**src/rtl/calculator_stack_unit.sv**
```systemverilog
// calculator_stack_unit
// ----------------------------------------------------------------------------
// Accumulator calculator with an undo history. One operation runs per Enter
// press. MUL is an iterative shift-add that takes WIDTH cycles. Every other
// operation completes on the edge that accepts it.
//
// Ports
//   clk       single clock, rising edge
//   rst_n     asynchronous active-low reset
//   NumIn     operand N (sampled only on the accept edge)
//   OpIn      opcode: 000 ADD, 001 SUB, 010 OR, 011 EQ,
//                     100 AND, 101 XOR, 110 MUL, 111 UNDO
//   Enter     operation request. Level-sensitive, and re-armed only after it
//             has been released.
//   NumOut    accumulator value
//   Busy      high while a multiply is in progress
//   Carry     carry/borrow/overflow of the last completed op
//   Zero      last completed result was zero
//   Err       last op was UNDO on an empty history
//   StackCnt  number of valid history entries
//
// Handshake: a request is taken on the first rising edge in IDLE that sees
// Enter=1. The FSM then parks in RELEASE until Enter is seen low. A held
// Enter therefore produces exactly one operation.
// ----------------------------------------------------------------------------
module calculator_stack_unit #(
  parameter int WIDTH = 8,
  parameter int DEPTH = 4
) (
  input  logic                       clk,
  input  logic                       rst_n,
  input  logic [WIDTH-1:0]           NumIn,
  input  logic [2:0]                 OpIn,
  input  logic                       Enter,
  output logic [WIDTH-1:0]           NumOut,
  output logic                       Busy,
  output logic                       Carry,
  output logic                       Zero,
  output logic                       Err,
  output logic [$clog2(DEPTH+1)-1:0] StackCnt
);

  localparam int CW = $clog2(DEPTH + 1);
  localparam int PW = (DEPTH > 1) ? $clog2(DEPTH) : 1;
  localparam int KW = $clog2(WIDTH) + 1;

  localparam logic [2:0] OP_ADD  = 3'b000;
  localparam logic [2:0] OP_SUB  = 3'b001;
  localparam logic [2:0] OP_OR   = 3'b010;
  localparam logic [2:0] OP_EQ   = 3'b011;
  localparam logic [2:0] OP_AND  = 3'b100;
  localparam logic [2:0] OP_XOR  = 3'b101;
  localparam logic [2:0] OP_MUL  = 3'b110;
  localparam logic [2:0] OP_UNDO = 3'b111;

  typedef enum logic [1:0] {S_IDLE, S_MULT, S_RELEASE} state_t;

  state_t             state;
  logic [WIDTH-1:0]   acc;
  logic [WIDTH-1:0]   hist [DEPTH];
  logic [PW-1:0]      wr_ptr;   // next slot to write; the top of the history is one below it
  logic [CW-1:0]      cnt;
  logic [2*WIDTH-1:0] mul_mcand;
  logic [WIDTH-1:0]   mul_mplier;
  logic [2*WIDTH-1:0] mul_prod;
  logic [KW-1:0]      mul_step;

  logic [WIDTH-1:0]   alu_res;
  logic               alu_carry;
  logic [WIDTH:0]     add_full;
  logic [PW-1:0]      ptr_next;
  logic [PW-1:0]      ptr_prev;
  logic [WIDTH-1:0]   hist_top;
  logic [2*WIDTH-1:0] prod_next;

  // Single-cycle ALU. N is the left-hand operand throughout, so SUB is N-A.
  always_comb begin
    alu_res   = '0;
    alu_carry = 1'b0;
    add_full  = {1'b0, NumIn} + {1'b0, acc};
    case (OpIn)
      OP_ADD: begin
        alu_res   = add_full[WIDTH-1:0];
        alu_carry = add_full[WIDTH];
      end
      OP_SUB: begin
        alu_res   = NumIn - acc;
        alu_carry = (NumIn < acc);
      end
      OP_OR:   alu_res = NumIn | acc;
      OP_EQ:   alu_res = {{(WIDTH-1){1'b0}}, (NumIn == acc)};
      OP_AND:  alu_res = NumIn & acc;
      OP_XOR:  alu_res = NumIn ^ acc;
      default: alu_res = acc;
    endcase
  end

  // The history pointer wraps explicitly, so that a DEPTH which is not a
  // power of two still behaves as a circular buffer.
  always_comb begin
    ptr_next  = (wr_ptr == PW'(DEPTH - 1)) ? '0 : wr_ptr + 1'b1;
    ptr_prev  = (wr_ptr == '0) ? PW'(DEPTH - 1) : wr_ptr - 1'b1;
    hist_top  = hist[ptr_prev];
    // The shift-add step for this cycle. On the last step this is the final product.
    prod_next = mul_prod + (mul_mplier[0] ? mul_mcand : '0);
  end

  always_ff @(posedge clk or negedge rst_n) begin
    if (!rst_n) begin
      state      <= S_IDLE;
      acc        <= '0;
      Busy       <= 1'b0;
      Carry      <= 1'b0;
      Zero       <= 1'b0;
      Err        <= 1'b0;
      wr_ptr     <= '0;
      cnt        <= '0;
      mul_mcand  <= '0;
      mul_mplier <= '0;
      mul_prod   <= '0;
      mul_step   <= '0;
      for (int i = 0; i < DEPTH; i++) hist[i] <= '0;
    end else begin
      case (state)
        S_IDLE: begin
          if (Enter) begin
            if (OpIn == OP_MUL) begin
              mul_mcand  <= {{WIDTH{1'b0}}, NumIn};
              mul_mplier <= acc;
              mul_prod   <= '0;
              mul_step   <= '0;
              Busy       <= 1'b1;
              state      <= S_MULT;
            end else if (OpIn == OP_UNDO) begin
              Carry <= 1'b0;
              state <= S_RELEASE;
              if (cnt == '0) begin
                Err  <= 1'b1;
                Zero <= (acc == '0);
              end else begin
                acc    <= hist_top;
                wr_ptr <= ptr_prev;
                cnt    <= cnt - 1'b1;
                Err    <= 1'b0;
                Zero   <= (hist_top == '0);
              end
            end else begin
              acc          <= alu_res;
              Carry        <= alu_carry;
              Zero         <= (alu_res == '0);
              Err          <= 1'b0;
              hist[wr_ptr] <= acc;
              wr_ptr       <= ptr_next;
              if (cnt != CW'(DEPTH)) cnt <= cnt + 1'b1;
              state        <= S_RELEASE;
            end
          end
        end
        S_MULT: begin
          mul_prod   <= prod_next;
          mul_mcand  <= mul_mcand << 1;
          mul_mplier <= mul_mplier >> 1;
          mul_step   <= mul_step + 1'b1;
          if (mul_step == KW'(WIDTH - 1)) begin
            // The accumulator still holds the pre-op value here, so it is
            // the correct entry to push.
            acc          <= prod_next[WIDTH-1:0];
            Carry        <= |prod_next[2*WIDTH-1:WIDTH];
            Zero         <= (prod_next[WIDTH-1:0] == '0);
            Err          <= 1'b0;
            hist[wr_ptr] <= acc;
            wr_ptr       <= ptr_next;
            if (cnt != CW'(DEPTH)) cnt <= cnt + 1'b1;
            Busy         <= 1'b0;
            state        <= S_RELEASE;
          end
        end
        S_RELEASE: begin
          if (!Enter) state <= S_IDLE;
        end
        default: state <= S_IDLE;
      endcase
    end
  end

  assign NumOut   = acc;
  assign StackCnt = cnt;

endmodule

```
**config.mk**
```make
export PLATFORM = sky130hd
export DESIGN_NAME = calculator_stack_unit
export DESIGN_NICKNAME = d
export VERILOG_FILES = /design/src/rtl/calculator_stack_unit.sv
export SDC_FILE = /design/constraint.sdc
export NUM_CORES = 1
export LEC_CHECK = 0
export ABC_AREA = 1
export BUFFER_PORTS_ARGS = -buffer_cell sky130_fd_sc_hd__clkbuf_2
export CORE_AREA = 4 4 151 139
export DETAILED_ROUTE_END_ITERATION = 16
export DIE_AREA = 0 0 155 143
export PLACE_DENSITY = 0.52
export REMOVE_ABC_BUFFERS = 1
export SYNTH_ARGS = -nofsm -noshare
export SYNTH_HDL_FRONTEND = slang
export SYNTH_SLANG_ARGS = --single-unit
```
**constraint.sdc**
```tcl
create_clock -name clk -period 2.55 [get_ports clk]
set_input_delay 0.1275 -clock clk [delete_from_list [all_inputs] [get_ports clk]]
set_output_delay 0.1275 -clock clk [all_outputs]
set_load 0.03 [all_outputs]
```
# Yosys cells after proc, flatten, opt, wreduce, memory -nomap -nowiden
# Index checks and enable logic that the tools add are counted.
word_totals:
  output_inout_bits: 15
  reg_bits: 95
  word_cells: 142
op_classes:
  bitwise: 5
  n_lt_le_gt_ge: 4
  add_sub_neg: 8
  n_reduce_logical: 17
  eq_ne: 20
  n_mux: 72
op_table:
  columns: ["cell", "count"]
  rows:
  - ["two-way mux 32 bit", 4]
  - ["two-way mux 16 bit", 5]
  - ["two-way mux 8 bit", 10]
  - ["one-hot mux 16 bit (2 select lines)", 2]
  - ["one-hot mux 32 bit (2 select lines)", 1]
  - ["one-hot mux 8 bit (6 select lines)", 1]
  - ["bitwise mux 32 bit", 1]
  - ["zero test 8 bit", 4]
  - ["one-hot mux 8 bit (2 select lines)", 2]
  - ["two-way mux 2 bit", 11]
  - ["two-way mux 3 bit", 6]
  - ["adder 16 bit", 1]
  - ["binary-select mux 8 bit (select 2 bit)", 1]
  - ["demux 8 bit (select 2 bit)", 1]
  - ["two-way mux 1 bit", 16]
  - ["== test 3 bit, second input constant", 4]
  - ["!= test 2 bit, second input constant", 6]
  - ["one-hot mux 1 bit (2 select lines)", 5]
  - ["AND reduction 5 bit", 2]
  - ["adder 8 x 8 -> 9 bit", 1]
  - ["bitwise AND 8 bit", 1]
  - ["== test 8 bit", 1]
  - ["less-than comparator 8 bit", 1]
  - ["two-way mux 4 bit", 2]
  - ["other kinds (28)", 37]

# Longest topological paths before layout
# Gate-level depths: netlist of the first run.
depth:
  word_depth: 12
  mapped_depth: 18
  depth_no_buf: 16

# Least setup slack after synthesis of the first run
# OpenSTA, ideal clock, no wires.
synth_path:
  path_type: "register to register"
  from: "register mul_mplier[0]"
  to: "register acc[6], in the netlist NumOut[6]"
  setup_ns: 0.135
  synth_period_minus_slack_ns: 2.386
  arrival_ns: 2.251
  required_ns: 2.415
  path_buffers: 2
  setup_slack_ns: 0.164
  path_stages_with_launch: 15
  cell_sequence: "dfrtp_1 clkbuf_1 clkbuf_1 nand2_1 inv_1 ha_1 fa_1 nand3_1 nand3_1 nand2_1 nand2_1 xnor2_1 nor2_1 a211oi_1 a22oi_1"
synth_via:
  elab_chain_len: 4
synth_rtl:
  columns: ["item", "line", "rtl"]
  rows:
  - ["start: declaration", "64", "logic [WIDTH-1:0] mul_mplier;"]
  - ["start signal: assignment", "162", "mul_mplier <= mul_mplier >> 1;"]
  - ["two-way mux 16 bit", "105", "prod_next = mul_prod + (mul_mplier[0] ? mul_mcand : '0);"]
  - ["adder 16 bit", "105", null]
  - ["two-way mux 8 bit", "164", "if (mul_step == KW'(WIDTH - 1)) begin"]
  - ["one-hot mux 8 bit (2 select lines)", "124", "case (state)"]
  - ["end signal: assignment", "141", "acc <= hist_top;"]
  - ["end signal: assignment", "148", "acc <= alu_res;"]
  - ["end signal: assignment", "167", "acc <= prod_next[WIDTH-1:0];"]
  - ["end: declaration", "59", "logic [WIDTH-1:0] acc;"]
# Every way passes these cells. The select of a mux whose other input is x is not followed.
# A chain may end at the register's enable or synchronous reset.

# Worst setup path in the final report of the first run
layout_path:
  from: "register mul_mplier[0]"
  to: "register acc[5], in the netlist NumOut[5]"
# Same word-level chain as after synthesis.

==> results of run 1 <==
registers in the layout (all words and copies together), names as in the netlist:
signal / cells
StackCnt: 3
Carry: 1
state: 2
Zero: 1
hist: 32
mul_prod: 16
NumOut: 8
wr_ptr: 2
mul_mplier: 8
Busy: 1
mul_step: 4
mul_mcand: 16
Err: 1
how the worst max path moves through the flow:
| stage | start | endpoint | slack, ns | cells after the start |
|---|---|---|---|---|
| after floorplan | mul_mplier[0] | NumOut[6] | 0.33 | 12 |
| after global placement | mul_mplier[0] | NumOut[6] | 0.15 | 12 |
| after detailed placement | mul_mplier[0] | NumOut[6] | 0.07 | 12 |
| after CTS | mul_mplier[0] | NumOut[6] | 0.06 | 12 |
| after global routing | mul_mplier[0] | Carry | 0.004 | 14 |
| final | mul_mplier[0] | NumOut[5] | 0.26 | 10 |
report_power, final:
part	leakage (nW)	internal [mW]	total, mW	switching, mW
combinational	2.51	1.61	4.77	3.15
clock	0.151	0.706	1.41	0.703
sequential	1.21	2.08	2.46	0.387
total	3.87	4.39	8.64	4.24
synthesized netlist by cell type (all sizes together), types with 2 or more instances:
cell	count	area, µm²
nand2	257	1000
inv	113	429
dfrtp	95	2380
nand3	82	425
o21ai	82	429
nor2	81	362
ha	48	601
a21oi	40	215
buf	19	123
o211ai	14	110
o22ai	14	87.6
nand4	9	56.3
xnor2	8	70.1
clkbuf	7	27.5
nand3b	5	50.1
a22o	4	35.0
xor2	4	35.0
a22oi	3	22.5
a31oi	3	25.0
fa	3	60.1
nor3	3	20.0
a21o	2	15.0
nor4	2	12.5
o21a	2	15.0
or2	2	12.5
per-layer routing:
metal  up-vias  global-route usage [%]
met3        19                    2.79
met2       113                    29.6
li1       3065                       -
met1      2863                    26.3
met5         -                       0
met4         0                    4.32
cells by family after synthesis:
logic type / count (synthesis) / share of synthesized area (%)
buffers and inverters: 140 / 8.73
AOI/OAI and AO/OA: 170 / 15.1
xor gates and xnor gates: 12 / 1.57
and+or+nand+nor: 442 / 29.1
adders and majority gates: 51 / 9.89
DFF: 95 / 35.6
layout make-up:
type | instances | area, µm²
fillers | 2068 | 12000
clock buffers | 9 | 225
flip-flops and latches | 95 | 2380
clock inverters | 7 | 83.8
repair buffers | 57 | 363
well taps | 255 | 319
multi-input cells | 675 | 3750
inverters | 114 | 433
timing repair:
item,4_1_cts,5_1_grt
gates resized for setup,0,9
endpoints found under the setup margin,0,3
hold buffers,1,0
hold endpoints to repair,43,0
==> metrics.yaml, run 1 <==
clock_insertion_delay_worst_skew_ns: 0.36
worst-slew-pin-transition_ns: 0.666
fp.dieArea_um2: 22200
antenna_found_initial: 0
io_pins: 29
grt_setup_unrepaired: "false"
drt-initial-drc-count: 385
timing.final.crit_share_pct: 89.7
antenna-diode-count: 0
timing_max_transition_violations_final: 0
grt_start_max_net_pins: 47
cpLargestDelayFamily: "compound AO/OA/AOI/OAI gates"
status: "finished, final reports clean"
fmax_mhz: 437
cts_root_buffer: "sky130_fd_sc_hd__clkbuf_16"
final_core_util_pct: 38.6
worstPathMaxFanout: 9
m1WireLength_um: 9680
synthesis_stage_register_bit_count: 95
number_of_cts_inserted_buffers: 9
drive_gt1_share_pct: 13.0
timing.reg2reg.setup_slack_ns: 0.26
cell_leakage_power_nw: 3.87
floorplan.initialDensity_pct: 34.2
placed_cells_incl_taps: 1195
area_growth_syn_to_layout_pct: 13.0
groute.usage.overall_pct: 18.4
hp-class: "input pin to flop"
synth.lib_cells_used.distinct: 54
clkTransAtPathRegs_ns: 0.08
overflow: 0
detailed_place_hpwl_um: 14900
timing.hold.worst_endpoint: "state[1]"
timing.reg2reg.worst_path_depth: 10
drt_first_pass_iters: 5
vdd.ir_drop.worst_mv: 0.411
critical-path-slowest-cell: "sky130_fd_sc_hd__dfrtp_2"
detail_route.drc_violations: 0
viasPerCell: 5.00
final_cell_mix: "245 x sky130_fd_sc_hd__nand2_1, 103 x sky130_fd_sc_hd__inv_1, 94 x sky130_fd_sc_hd__dfrtp_1, 78 x sky130_fd_sc_hd__nand3_1, 70 x sky130_fd_sc_hd__nor2_1"
dp_worst_setup_slack_ns: 0.0679
critPathRequiredTime_ns: 2.82
layout.cell_area.non_filler_um2: 7550
timing.slew.headroom_pct: 55.6
period_minus_slack_ns: 2.29
hold_path_startpoint: "Enter"
crit_path_cell_trace: "nand2_1 -> inv_1 -> ha_1 -> a21oi_1 -> nand2_2 -> nand3_1 -> nand3_1 -> a21oi_1 -> nor2_1 -> a22oi_1"
floorplan.rows: 49
skew_ns: 0.0126
clock-sinks: 95
cts_tree: "yes"
met2_routed_wl_um: 8910
vias: 6060
synth_warnings: 0
synth_edf_count: 0
final-hold-violation-count: 0
numPortBuffers: 28
synthCells: 910
critical_path_buf_inv_count: 1
grt_pass1_wl_um: 32300
avgSynthCellArea_um2: 7.34
synthArstFlopShare_pct: 100
total_cell_area_at_the_placement_stage_um2: 7200
pwr_dens_nw_per_um2: 1140
grt_pass1_vias: 5908
gp_weighted_congestion: 0.861
postRouteAntennaNets: 0
worstSetupPathType: "flop to flop"
timing.rr.end: "NumOut[5]"
setup-violations-final: 0
timing.rr.start: "mul_mplier[0]"
hold-worst-slack_ns: 0.0533
max_stage_delay_ns: 0.46
seq_area_frac_synth_pct: 35.6
cts_buffer_depth: 2
worstPathArrival_ns: 2.55
top_signal_layer_used: "met4"
wl_met3_um: 758
number_of_nets_in_the_layout: 1017
route.detailed.wl_per_inst_um: 16.2
critPathCaptureType: "flop"
cts.htree.levels: 3
setup_slack_ns: 0.263
total_power_mw: 8.64
fp.coreArea_um2: 19600
post-cts-setup-buffers: 0
ys_dominant_reg_cell: "sky130_fd_sc_hd__dfrtp_1"
die_w_um: 155
timing.max_cap.violations: 0
fp.dieH_um: 143
layout.cells.most_common: "sky130_fd_sc_hd__nand2_1"
synth_area_um2: 6680
accumulated_negative_setup_slack_ns: 0
worst_setup_path_start_kind: "flop"
timing.hold.worst_path_depth: 2
wirelength_um: 19600
fin_cells: 1212
Note: power is estimated with default switching activity, not from simulation.
==> inputs of run 2 (changes only) <==
Settings changed: PLACE_DENSITY 0.52 to not set.
==> run 2 against run 1 <==
Effect of this change:
- setup slack worse by 0.094 ns
- sequential cell count stayed put
- largest cell class unchanged
- largest power group unchanged
- cell area is 0.36% lower
- combinational power is 0.8% lower
- clock skew is 0.0048 ns lower
- sequential share of layout area is 0.12 points higher
- critical path depth is 6 higher
- non-clock buffer count is 3 lower
- global-route usage is 0.77 points lower
- worst hold slack better by 0.0042 ns
- register-to-register slack worse by 0.09 ns
- sequential power hardly changed
==> metrics.yaml, run 2 (synthesis results as in run 1) <==
post-cts-setup-buffers: 0  # unchanged
regMostFlops: "hist"  # unchanged
groute.usage.overall_pct: 17.6  # was 18.4%
drive_gt1_share_pct: 12.5  # was 13.0%
timing.final.crit_share_pct: 93.4  # was 89.7%
largest_register_ffs: 32  # unchanged
timing.rr.start: "mul_mplier[0]"  # unchanged
cts_root_buffer: "sky130_fd_sc_hd__clkbuf_16"  # unchanged
drt-initial-drc-count: 472  # was 385
number_of_cts_inserted_buffers: 9  # unchanged
fp.coreArea_um2: 19600  # unchanged
dp_worst_setup_slack_ns: 0.127  # was 0.0679 ns
status: "finished, final reports clean"  # unchanged
cell_leakage_power_nw: 3.86  # was 3.87 nW
worstPathMaxFanout: 16  # was 9
vdd.ir_drop.worst_mv: 0.516  # was 0.411 mV
skew_ns: 0.00785  # was 0.0126 ns
route.detailed.wl_per_inst_um: 15.8  # was 16.2 µm
io_pins: 29  # unchanged
layout.cells.most_common: "sky130_fd_sc_hd__nand2_1"  # unchanged
final_cell_mix: "245 x sky130_fd_sc_hd__nand2_1, 103 x sky130_fd_sc_hd__inv_1, 94 x sky130_fd_sc_hd__dfrtp_1, 78 x sky130_fd_sc_hd__nand3_1, 71 x sky130_fd_sc_hd__nor2_1"  # was 245 x sky130_fd_sc_hd__nand2_1, 103 x sky130_fd_sc_hd__inv_1, 94 x sky130_fd_sc_hd__dfrtp_1, 78 x sky130_fd_sc_hd__nand3_1, 70 x sky130_fd_sc_hd__nor2_1
antenna_found_initial: 0  # unchanged
vias: 6111  # was 6060
crit_path_cell_trace: "buf_4 -> nand2_1 -> inv_1 -> ha_1 -> a21oi_2 -> nand2_2 -> nand2_1 -> nand3_1 -> nand2_1 -> nand2_1 -> nand2_1 -> nand2_1 -> nor2_1 -> nand3_1 -> nand2_1 -> a21oi_1"  # was nand2_1 -> inv_1 -> ha_1 -> a21oi_1 -> nand2_2 -> nand3_1 -> nand3_1 -> a21oi_1 -> nor2_1 -> a22oi_1
worst_setup_path_start_kind: "flop"  # unchanged
hp-class: "input pin to flop"  # unchanged
setup_slack_ns: 0.169  # was 0.263 ns
grt_pass1_vias: 5832  # was 5908
timing_max_transition_violations_final: 0  # unchanged
number_of_nets_in_the_layout: 1014  # was 1017
timing.max_cap.violations: 0  # unchanged
fp.dieH_um: 143  # unchanged
cts_tree: "yes"  # unchanged
wirelength_um: 19200  # was 19600 µm
numPortBuffers: 28  # unchanged
hold_path_startpoint: "Enter"  # unchanged
viasPerCell: 5.05  # was 5.00
postRouteAntennaNets: 0  # unchanged
critPathRequiredTime_ns: 2.79  # was 2.82 ns
worst-slew-pin-transition_ns: 0.577  # was 0.666 ns
timing.reg2reg.worst_path_depth: 16  # was 10
floorplan.initialDensity_pct: 34.2  # unchanged
fp.dieArea_um2: 22200  # unchanged
floorplan.rows: 49  # unchanged
clock_insertion_delay_worst_skew_ns: 0.36  # about the same
final-hold-violation-count: 0  # unchanged
timing.rr.end: "Carry"  # was NumOut[5]
cts_buffer_depth: 2  # unchanged
grt_start_max_net_pins: 40  # was 47
detail_route.drc_violations: 0  # unchanged
detailed_place_hpwl_um: 14300  # was 14900 µm
largest_registers: "hist (32), mul_mcand (16), mul_prod (16)"  # unchanged
cell_type_with_the_highest_occurrence_count_on_the_critical_path: "sky130_fd_sc_hd__nand2_1"
fin_cells: 1209  # was 1212
gp_weighted_congestion: 0.922  # was 0.861
worstPathArrival_ns: 2.62  # was 2.55 ns
grt_pass1_wl_um: 31200  # was 32300 µm
timing.hold.worst_endpoint: "state[1]"  # unchanged
fmax_mhz: 420  # was 437 MHz
setup-violations-final: 0  # unchanged
filler_cell_count_in_the_final_layout: 2070  # was 2068
max_stage_delay_ns: 0.38  # was 0.46 ns
antenna-diode-count: 0  # unchanged
timing.slew.headroom_pct: 61.5  # was 55.6%
critPathCaptureType: "flop"  # unchanged
cts.htree.levels: 3  # unchanged
cpLargestDelayFamily: "simple AND/OR/NAND/NOR gates"  # was compound AO/OA/AOI/OAI gates
timing.hold.worst_path_depth: 2  # unchanged
period_minus_slack_ns: 2.38  # was 2.29 ns
pwr_dens_nw_per_um2: 1140  # about the same
drt_first_pass_iters: 5  # unchanged
clkTransAtPathRegs_ns: 0.07  # was 0.08 ns
worstSetupPathType: "flop to flop"  # unchanged
timing.reg2reg.setup_slack_ns: 0.17  # was 0.26 ns
critical-path-slowest-cell: "sky130_fd_sc_hd__dfrtp_1"  # was sky130_fd_sc_hd__dfrtp_2
critical_path_buf_inv_count: 2  # was 1
placed_cells_incl_taps: 1192  # was 1195
area_growth_syn_to_layout_pct: 12.6  # was 13.0%
overflow: 0  # unchanged
die_w_um: 155  # unchanged
clock-sinks: 95  # unchanged
-- run 2: changes by cell type in the layout (fill, tap and decap cells not counted), sizes merged --
cell | previous run | this run
buf | 29 | 26
-- run 2: worst max-delay path by stage --
stage          slack [ns]   endpoint           from  cells past startpoint
2_1_floorplan        0.33  NumOut[6]  mul_mplier[0]                     12
3_3_place_gp         0.14  NumOut[6]  mul_mplier[0]                     12
3_5_place_dp         0.13  NumOut[6]  mul_mplier[0]                     12
4_1_cts              0.11  NumOut[6]  mul_mplier[0]                     12
5_1_grt            -0.004      Carry  mul_mplier[0]                     16
6_report             0.17      Carry  mul_mplier[0]                     16
-- run 2: final cells by class --
type	instances	area, µm²	area share, %
Sequential cell	95	2380	31.6
Inverter	114	433	5.76
Multi-Input combinational cell	675	3740	49.7
Clock inverter	7	71.3	0.948
Clock buffer	9	225	2.99
Timing Repair Buffer	54	353	4.69
Tap cell	255	319	4.24
-- run 2: repair_timing --
item,4_1_cts,5_1_grt
gates resized for setup,0,6
endpoints found under the hold margin,37,0
setup endpoints to repair,0,4
hold buffers,1,0
-- run 2: worst reg2reg max path: stages, from the launching register on --
cell                      delay, ns
sky130_fd_sc_hd__dfrtp_1       0.38
sky130_fd_sc_hd__buf_4         0.20
sky130_fd_sc_hd__nand2_1       0.07
sky130_fd_sc_hd__inv_1         0.04
sky130_fd_sc_hd__ha_1          0.36
sky130_fd_sc_hd__a21oi_2       0.20
sky130_fd_sc_hd__nand2_2       0.11
sky130_fd_sc_hd__nand2_1       0.07
sky130_fd_sc_hd__nand3_1       0.13
sky130_fd_sc_hd__nand2_1       0.13
sky130_fd_sc_hd__nand2_1       0.06
sky130_fd_sc_hd__nand2_1       0.06
sky130_fd_sc_hd__nand2_1       0.08
sky130_fd_sc_hd__nor2_1        0.13
sky130_fd_sc_hd__nand3_1       0.09
sky130_fd_sc_hd__nand2_1       0.08
sky130_fd_sc_hd__a21oi_1       0.07
-- run 2: layer usage --
| metal | track usage [%] | part of all wire, % | vias up |
|---|---|---|---|
| met2 | 28.5 | 46 | 128 |
| li1 | - | - | 3055 |
| met5 | 0 | 0 | - |
| met4 | 5.34 | 1.7 | 0 |
| met3 | 2.88 | 4.3 | 26 |
| met1 | 24.4 | 48 | 2902 |
-- run 2: stage by stage --
stage	total power [mW]	setup TNS (ns)	util (%)	hold slack, ns	instance area (µm²)
after floorplan	5.57	0	-	-0.168	6530
after global placement	7.16	0	36.8	0.141	7190
after detailed placement	7.17	0	36.8	0.145	7190
after CTS	8.60	0	38.3	0.0523	7500
after global routing	9.34	-0.00357	38.5	0.0675	7520
final	8.61	0	38.5	0.0575	7520
-- run 2: power breakdown --
| part | internal, mW | switching (mW) | total [mW] |
|---|---|---|---|
| Combinational | 1.59 | 3.14 | 4.73 |
| Clock | 0.693 | 0.706 | 1.40 |
| Sequential | 2.08 | 0.397 | 2.47 |
